## config.mk

```make
export PLATFORM = sky130hd
export DESIGN_NAME = junction_lamp_sched
export DESIGN_NICKNAME = d
export VERILOG_FILES = /design/src/rtl/junction_lamp_pkg.sv /design/src/rtl/junction_lamp_sched_phase_timer.sv /design/src/rtl/junction_lamp_sched.sv
export SDC_FILE = /design/constraint.sdc
export NUM_CORES = 1
export LEC_CHECK = 0
export ABC_AREA = 1
export CAP_MARGIN = 15
export CELL_PAD_IN_SITES_DETAIL_PLACEMENT = 0
export CELL_PAD_IN_SITES_GLOBAL_PLACEMENT = 1
export CORE_MARGIN = 2
export CORE_UTILIZATION = 29
export CTS_BUF_LIST = sky130_fd_sc_hd__clkbuf_2
export DETAILED_ROUTE_END_ITERATION = 10
export GPL_ROUTABILITY_DRIVEN = 0
export PLACE_DENSITY_LB_ADDON = 0.1
export SETUP_SLACK_MARGIN = 0.5
export SLEW_MARGIN = 15
export SYNTH_ARGS = -nofsm -noshare
export SYNTH_HDL_FRONTEND = slang
export SYNTH_SLANG_ARGS = --single-unit
```

## constraint.sdc

```tcl
create_clock -name clock -period 2.2 [get_ports clock]
set_input_delay 0.22 -clock clock [delete_from_list [all_inputs] [get_ports clock]]
set_output_delay 0.22 -clock clock [all_outputs]
set_load 0.02 [all_outputs]
```

## src/rtl/junction_lamp_pkg.sv

```systemverilog
// Shared types for the junction lamp scheduler: state codes, lamp encodings, direction.
// JUNCTION_NIGHT_FLASH_EN adds the FLASH state code.
package junction_lamp_pkg;

  typedef enum logic [2:0] {
    ST_NS_GREEN  = 3'd0,
    ST_NS_YELLOW = 3'd1,
    ST_ALLRED1   = 3'd2,
    ST_EW_GREEN  = 3'd3,
    ST_EW_YELLOW = 3'd4,
    ST_ALLRED2   = 3'd5,
    ST_WALK      = 3'd6
`ifdef JUNCTION_NIGHT_FLASH_EN
    ,
    ST_FLASH     = 3'd7
`endif
  } state_e;

  localparam logic [2:0] LAMP_RED    = 3'b100;
  localparam logic [2:0] LAMP_YELLOW = 3'b010;
  localparam logic [2:0] LAMP_GREEN  = 3'b001;
  localparam logic [2:0] LAMP_OFF    = 3'b000;

  typedef enum logic {
    DIR_NS = 1'b0,
    DIR_EW = 1'b1
  } dir_e;

endpackage

```

## src/rtl/junction_lamp_sched_phase_timer.sv

```systemverilog
// Loadable down-counter that times each phase; done is high while the count is zero.
module phase_timer #(
  parameter int unsigned       CNT_W   = 8,
  parameter logic [CNT_W-1:0]  RST_VAL = '0
) (
  input  logic             clk,
  input  logic             rst_n,
  input  logic             load_i,
  input  logic [CNT_W-1:0] load_val_i,
  output logic             done_o
);

  logic [CNT_W-1:0] count_q;

  // NOTE: state registers use non-blocking assignments so every flop samples
  // pre-edge values regardless of block ordering.
  always_ff @(posedge clk or negedge rst_n) begin
    if (!rst_n) begin
      count_q <= RST_VAL;
    end else if (load_i) begin
      count_q <= load_val_i;
    end else if (count_q != '0) begin
      count_q <= count_q - 1'b1;
    end
  end

  assign done_o = (count_q == '0);

endmodule

```

## src/rtl/junction_lamp_sched.sv

```systemverilog
// Two-road junction lamp scheduler with pedestrian WALK insertion; all outputs registered.
// Optional night flashing mode is compiled in with JUNCTION_NIGHT_FLASH_EN.
module junction_lamp_sched
  import junction_lamp_pkg::*;
#(
  parameter int unsigned GREEN_CYC  = 8,
  parameter int unsigned YELLOW_CYC = 2,
  parameter int unsigned ALLRED_CYC = 1,
  parameter int unsigned WALK_CYC   = 4,
  parameter int unsigned CNT_W      = 8
) (
  input  logic       clock,
  input  logic       reset_n,
  input  logic       ped_req,
`ifdef JUNCTION_NIGHT_FLASH_EN
  input  logic       night,
`endif
  output logic [2:0] ns_light,
  output logic [2:0] ew_light,
  output logic       walk,
  output logic       ped_ack,
  output logic [2:0] phase
);

  localparam logic [CNT_W-1:0] GREEN_LD  = CNT_W'(GREEN_CYC - 1);
  localparam logic [CNT_W-1:0] YELLOW_LD = CNT_W'(YELLOW_CYC - 1);
  localparam logic [CNT_W-1:0] ALLRED_LD = CNT_W'(ALLRED_CYC - 1);
  localparam logic [CNT_W-1:0] WALK_LD   = CNT_W'(WALK_CYC - 1);

  function automatic logic [CNT_W-1:0] load_for(input state_e s);
    case (s)
      ST_NS_GREEN, ST_EW_GREEN:   load_for = GREEN_LD;
      ST_NS_YELLOW, ST_EW_YELLOW: load_for = YELLOW_LD;
      ST_WALK:                    load_for = WALK_LD;
`ifdef JUNCTION_NIGHT_FLASH_EN
      ST_FLASH:                   load_for = YELLOW_LD;
`endif
      default:                    load_for = ALLRED_LD;
    endcase
  endfunction

  state_e           state_q, state_d;
  dir_e             next_dir_q, next_dir_d;
  logic             ped_pend_q, ped_pend_d;
  logic [2:0]       ns_q, ns_d, ew_q, ew_d;
  logic             walk_q, walk_d, ack_q, ack_d;
  logic             timer_done;
  logic [CNT_W-1:0] timer_load_val;
  logic             enter_walk;
`ifdef JUNCTION_NIGHT_FLASH_EN
  logic             flash_on_q, flash_on_d;
`endif

  // Every expiry either changes state or toggles the flash interval, so reload on done.
  phase_timer #(
    .CNT_W   (CNT_W),
    .RST_VAL (ALLRED_LD)
  ) u_timer (
    .clk        (clock),
    .rst_n      (reset_n),
    .load_i     (timer_done),
    .load_val_i (timer_load_val),
    .done_o     (timer_done)
  );

  // NOTE: every signal written here gets a default first so no path leaves it
  // unassigned and no latch is inferred.
  always_comb begin
    state_d    = state_q;
    next_dir_d = next_dir_q;
`ifdef JUNCTION_NIGHT_FLASH_EN
    flash_on_d = flash_on_q;
`endif
    if (timer_done) begin
      case (state_q)
        ST_NS_GREEN:  state_d = ST_NS_YELLOW;
        ST_NS_YELLOW: state_d = ST_ALLRED1;
        ST_EW_GREEN:  state_d = ST_EW_YELLOW;
        ST_EW_YELLOW: state_d = ST_ALLRED2;
        ST_ALLRED1, ST_ALLRED2: begin
`ifdef JUNCTION_NIGHT_FLASH_EN
          if (night) begin
            state_d    = ST_FLASH;
            flash_on_d = 1'b1;
          end else
`endif
          if (ped_pend_q) begin
            state_d    = ST_WALK;
            next_dir_d = (state_q == ST_ALLRED1) ? DIR_EW : DIR_NS;
          end else begin
            state_d = (state_q == ST_ALLRED1) ? ST_EW_GREEN : ST_NS_GREEN;
          end
        end
        ST_WALK: state_d = (next_dir_q == DIR_NS) ? ST_NS_GREEN : ST_EW_GREEN;
`ifdef JUNCTION_NIGHT_FLASH_EN
        // Leave only at the end of a dark interval so the last flash is complete.
        ST_FLASH: begin
          if (flash_on_q)  flash_on_d = 1'b0;
          else if (!night) state_d    = ST_ALLRED2;
          else             flash_on_d = 1'b1;
        end
`endif
        default: state_d = ST_ALLRED2;
      endcase
    end
  end

  assign enter_walk     = (state_d == ST_WALK) && (state_q != ST_WALK);
  assign timer_load_val = load_for(state_d);
  assign ped_pend_d     = enter_walk ? 1'b0
                                     : (ped_pend_q | (ped_req & (state_q != ST_WALK)));

  // Lamps are decoded from the next state so they register on the same edge as the state.
  always_comb begin
    ns_d   = LAMP_RED;
    ew_d   = LAMP_RED;
    walk_d = 1'b0;
    ack_d  = enter_walk;
    case (state_d)
      ST_NS_GREEN:  ns_d = LAMP_GREEN;
      ST_NS_YELLOW: ns_d = LAMP_YELLOW;
      ST_EW_GREEN:  ew_d = LAMP_GREEN;
      ST_EW_YELLOW: ew_d = LAMP_YELLOW;
      ST_WALK:      walk_d = 1'b1;
`ifdef JUNCTION_NIGHT_FLASH_EN
      ST_FLASH: begin
        ns_d = flash_on_d ? LAMP_YELLOW : LAMP_OFF;
        ew_d = flash_on_d ? LAMP_YELLOW : LAMP_OFF;
      end
`endif
      default: ;
    endcase
  end

  always_ff @(posedge clock or negedge reset_n) begin
    if (!reset_n) begin
      state_q    <= ST_ALLRED2;
      next_dir_q <= DIR_NS;
      ped_pend_q <= 1'b0;
      ns_q       <= LAMP_RED;
      ew_q       <= LAMP_RED;
      walk_q     <= 1'b0;
      ack_q      <= 1'b0;
    end else begin
      state_q    <= state_d;
      next_dir_q <= next_dir_d;
      ped_pend_q <= ped_pend_d;
      ns_q       <= ns_d;
      ew_q       <= ew_d;
      walk_q     <= walk_d;
      ack_q      <= ack_d;
    end
  end

`ifdef JUNCTION_NIGHT_FLASH_EN
  always_ff @(posedge clock or negedge reset_n) begin
    if (!reset_n) flash_on_q <= 1'b0;
    else          flash_on_q <= flash_on_d;
  end
`endif

  assign ns_light = ns_q;
  assign ew_light = ew_q;
  assign walk     = walk_q;
  assign ped_ack  = ack_q;
  assign phase    = state_q;

endmodule

```

==> results.sh <==
export IMPL_drtIter0Drc=30
export IMPL_hold_ws_ps=236
export IMPL_ant_nets=0
export IMPL_core_area_um2=3720
export IMPL_grt_pass1_wl_mm=4.35
export IMPL_critPathTopFamily="simple AND/OR/NAND/NOR gates"
export IMPL_io_buffers=13
export IMPL_dr_pass1_iters=4
export IMPL_power_leakage_nw=0.745
export IMPL_worstSetupEndpoint="u_timer.count_q[2]"
export IMPL_timing_reg2reg_setup_slack_ps=570
export IMPL_reg2reg_depth=10
export IMPL_die_h_um=66.6
export IMPL_period_share_pct=74.0
export IMPL_synth_ff_type="dfrtp_1"
export IMPL_r2r_end="u_timer.count_q[2]"
export IMPL_fp_dieW_um=66.6
export IMPL_numCtsBuffers=3
export IMPL_critPathSlowestCell="dfrtp_1"
export IMPL_slowest_delay_ps=450
export IMPL_dieArea_um2=4430
export IMPL_synth_async_reset_ratio_pct=100
export IMPL_criticalPathCategory="reg -> reg"
export IMPL_utilization_pct=40.3
export IMPL_synth_fp_nets=132
export IMPL_worstPathMaxFanout=8
export IMPL_n_antenna_cell=0
export IMPL_grt_pass1_vias=916
export IMPL_hold_class="in -> async"
export IMPL_slew_headroom_pct=57.2
export IMPL_dp_hpwl_mm=1.68
export IMPL_syn_to_final_growth_pct=31.8
export IMPL_io_pins=14
export IMPL_irDropWorstVdd_uv=476
export IMPL_final_hold_viol_count=0
export IMPL_ys_warn_count=0
export IMPL_wirelength_mm=2.48
export IMPL_crit_buf_inv=1
export IMPL_insertion_delay_ps=340
export IMPL_worstSetupEndpointType="flip-flop"
export IMPL_finalMaxSlewViolations=0
export IMPL_syn_area_um2=1140
export IMPL_final_common_cell="nand2_1"
export IMPL_clock_skew_ps=15.9
export IMPL_viasPerCell=4.54
export IMPL_p_per_area_nw_per_um2=1450
export IMPL_antenna_found_initial=0
export IMPL_cts_buffer_depth=2
export IMPL_cp_depth=10
export IMPL_clock_fmax_mhz=615
export IMPL_ys_seq_area_share_pct=46.7
export IMPL_grt_util_all_layers_pct=13.0
export IMPL_wl_per_cell_um=12.2
export IMPL_grt_max_degree=14
export IMPL_via_count=922
export IMPL_ys_types=27
export IMPL_layout_min_cycle_time_ps=1630
export IMPL_fillCellCount=393
export IMPL_layout_nets=161
export IMPL_synth_edf_count=0
export IMPL_start_util_pct=30.6
export IMPL_required_ps=2500
export IMPL_crit_path_start="u_timer.count_q[1]"
export IMPL_r2r_start="u_timer.count_q[1]"
export IMPL_root_buffer="clkbuf_2"
export IMPL_tightest_slew_ps=640
export IMPL_cap_violations=0
export IMPL_drc_errors=0
export IMPL_worstPathArrival_ps=1920
export IMPL_placementRows=22
export IMPL_rsz0062_at_grt="yes"
export IMPL_most_common_layout_cells="nand2_1 (20), dfrtp_1 (16), inv_1 (14)"
export IMPL_synth_area_per_cell_um2=8.95
export IMPL_clkTransAtPathRegs_ps=230
export IMPL_status="finished, final reports clean"
export IMPL_gr_total_overflow=0
export IMPL_worstSetupStartpointType="flip-flop"
export IMPL_htree_levels=1
export IMPL_clock_sinks=21
export IMPL_ys_ff_latch=21
export IMPL_drive_gt1_share_pct=39.4
export IMPL_cts_tree="built"
export IMPL_setup_viol=0
export IMPL_netlist_instances=127
export IMPL_fin_setup_tns_ps=0
export IMPL_crit_chain="inv_2, ha_4, nand2_4, nor2_8, nand2_4, o21ai_4, nand3_2, nand2_1, nand2_1, o21ai_2"
-- repair_timing --
item | CTS | global route
pin swaps | 2 | 14
setup endpoints to repair | 12 | 10
hold buffers | 0 | 0
resized for setup | 6 | 21
buffers inserted | 5 | 6
-- synthesized netlist by cell type, types with 2 or more instances --
cell	count	area share, %
nor2_2	3	1.7
nand4_1	3	1.7
ha_1	2	2.2
nand3_2	5	4.4
o21ai_0	7	3.1
dfstp_2	4	9.3
inv_1	16	5.3
nand3_1	7	3.1
nand2_2	6	3.3
dfrtp_1	17	37
inv_2	3	0.99
o21ai_2	2	1.5
nor2_1	8	2.6
nand2_1	27	8.9
a21oi_1	4	1.8
nand2_4	2	2.0
-- worst min-delay path by stage --
stage                                   from                 end  slack [ps]  cells after the start
after floorplan                      reset_n         ew_light[0]         -80                      0
after global placement    u_timer.count_q[0]  u_timer.count_q[0]         450                      1
after detailed placement  u_timer.count_q[0]  u_timer.count_q[0]         450                      1
after CTS                            reset_n                walk         250                      1
after global routing                 reset_n                walk         250                      1
final                                reset_n         ew_light[0]         240                      1
-- registers in the layout, indices dropped and copies added, names as in the netlist --
| signal | cells |
|---|---|
| u_timer.count_q | 8 |
| ew_light | 3 |
| ns_light | 3 |
| phase | 3 |
| next_dir_q | 1 |
| ped_ack | 1 |
| ped_pend_q | 1 |
| walk | 1 |
-- where the power goes --
| part | internal (W) | switching [W] |
|---|---|---|
| Combinational | 0.000540 | 0.000753 |
| Sequential | 0.000570 | 0.000139 |
| Clock | 0.0000412 | 0.000129 |
| Total | 0.00115 | 0.00102 |
-- per-layer routing --
layer | up-vias | part of all wire, % | GRT usage, %
met2 | 17 | 47 | 20.4
met1 | 439 | 48 | 17.4
met4 | 0 | 1.7 | 6.12
met3 | 4 | 3.5 | 2.20
li1 | 462 | - | -
met5 | - | 0 | 0
-- cells by family after synthesis --
| kind of cell | Yosys count | share of synthesized area, % |
|---|---|---|
| simple gates | 66 | 32.9 |
| compound gates | 16 | 9.03 |
| fa+ha+maj | 2 | 2.20 |
| flops | 21 | 46.7 |
| buf+inv | 20 | 7.60 |
| xor+xnor | 2 | 1.54 |
-- worst register-to-register path, cell delays in order (launching register included) --
cell	delay, ps
dfrtp_1	450
inv_2	90
ha_4	150
nand2_4	70
nor2_8	210
nand2_4	70
o21ai_4	220
nand3_2	130
nand2_1	90
nand2_1	60
o21ai_2	50
-- final cells by class --
type                       count  area, um^2  share of cell area [%]
clock inverter                 1        5.00                   0.334
multi-input combinational     86         591                    39.4
sequential                    21         532                    35.5
timing repair buffer          25         221                    14.8
inverter                      19        73.8                    4.93
tap                           48        60.1                    4.01
clock buffer                   3        15.0                    1.00
-- metrics by stage --
| step | setup WS (ps) | power (W) | std cells | cell area, um^2 |
|---|---|---|---|---|
| 2_1_floorplan | 690 | 0.00147 | 127 | 1140 |
| 3_3_place_gp | 399 | 0.00180 | 188 | 1320 |
| 3_5_place_dp | 381 | 0.00178 | 188 | 1320 |
| 4_1_cts | 505 | 0.00198 | 197 | 1380 |
| 5_1_grt | 420 | 0.00238 | 203 | 1500 |
| 6_report | 573 | 0.00217 | 203 | 1500 |
Note: power is estimated with default switching activity, not from simulation.
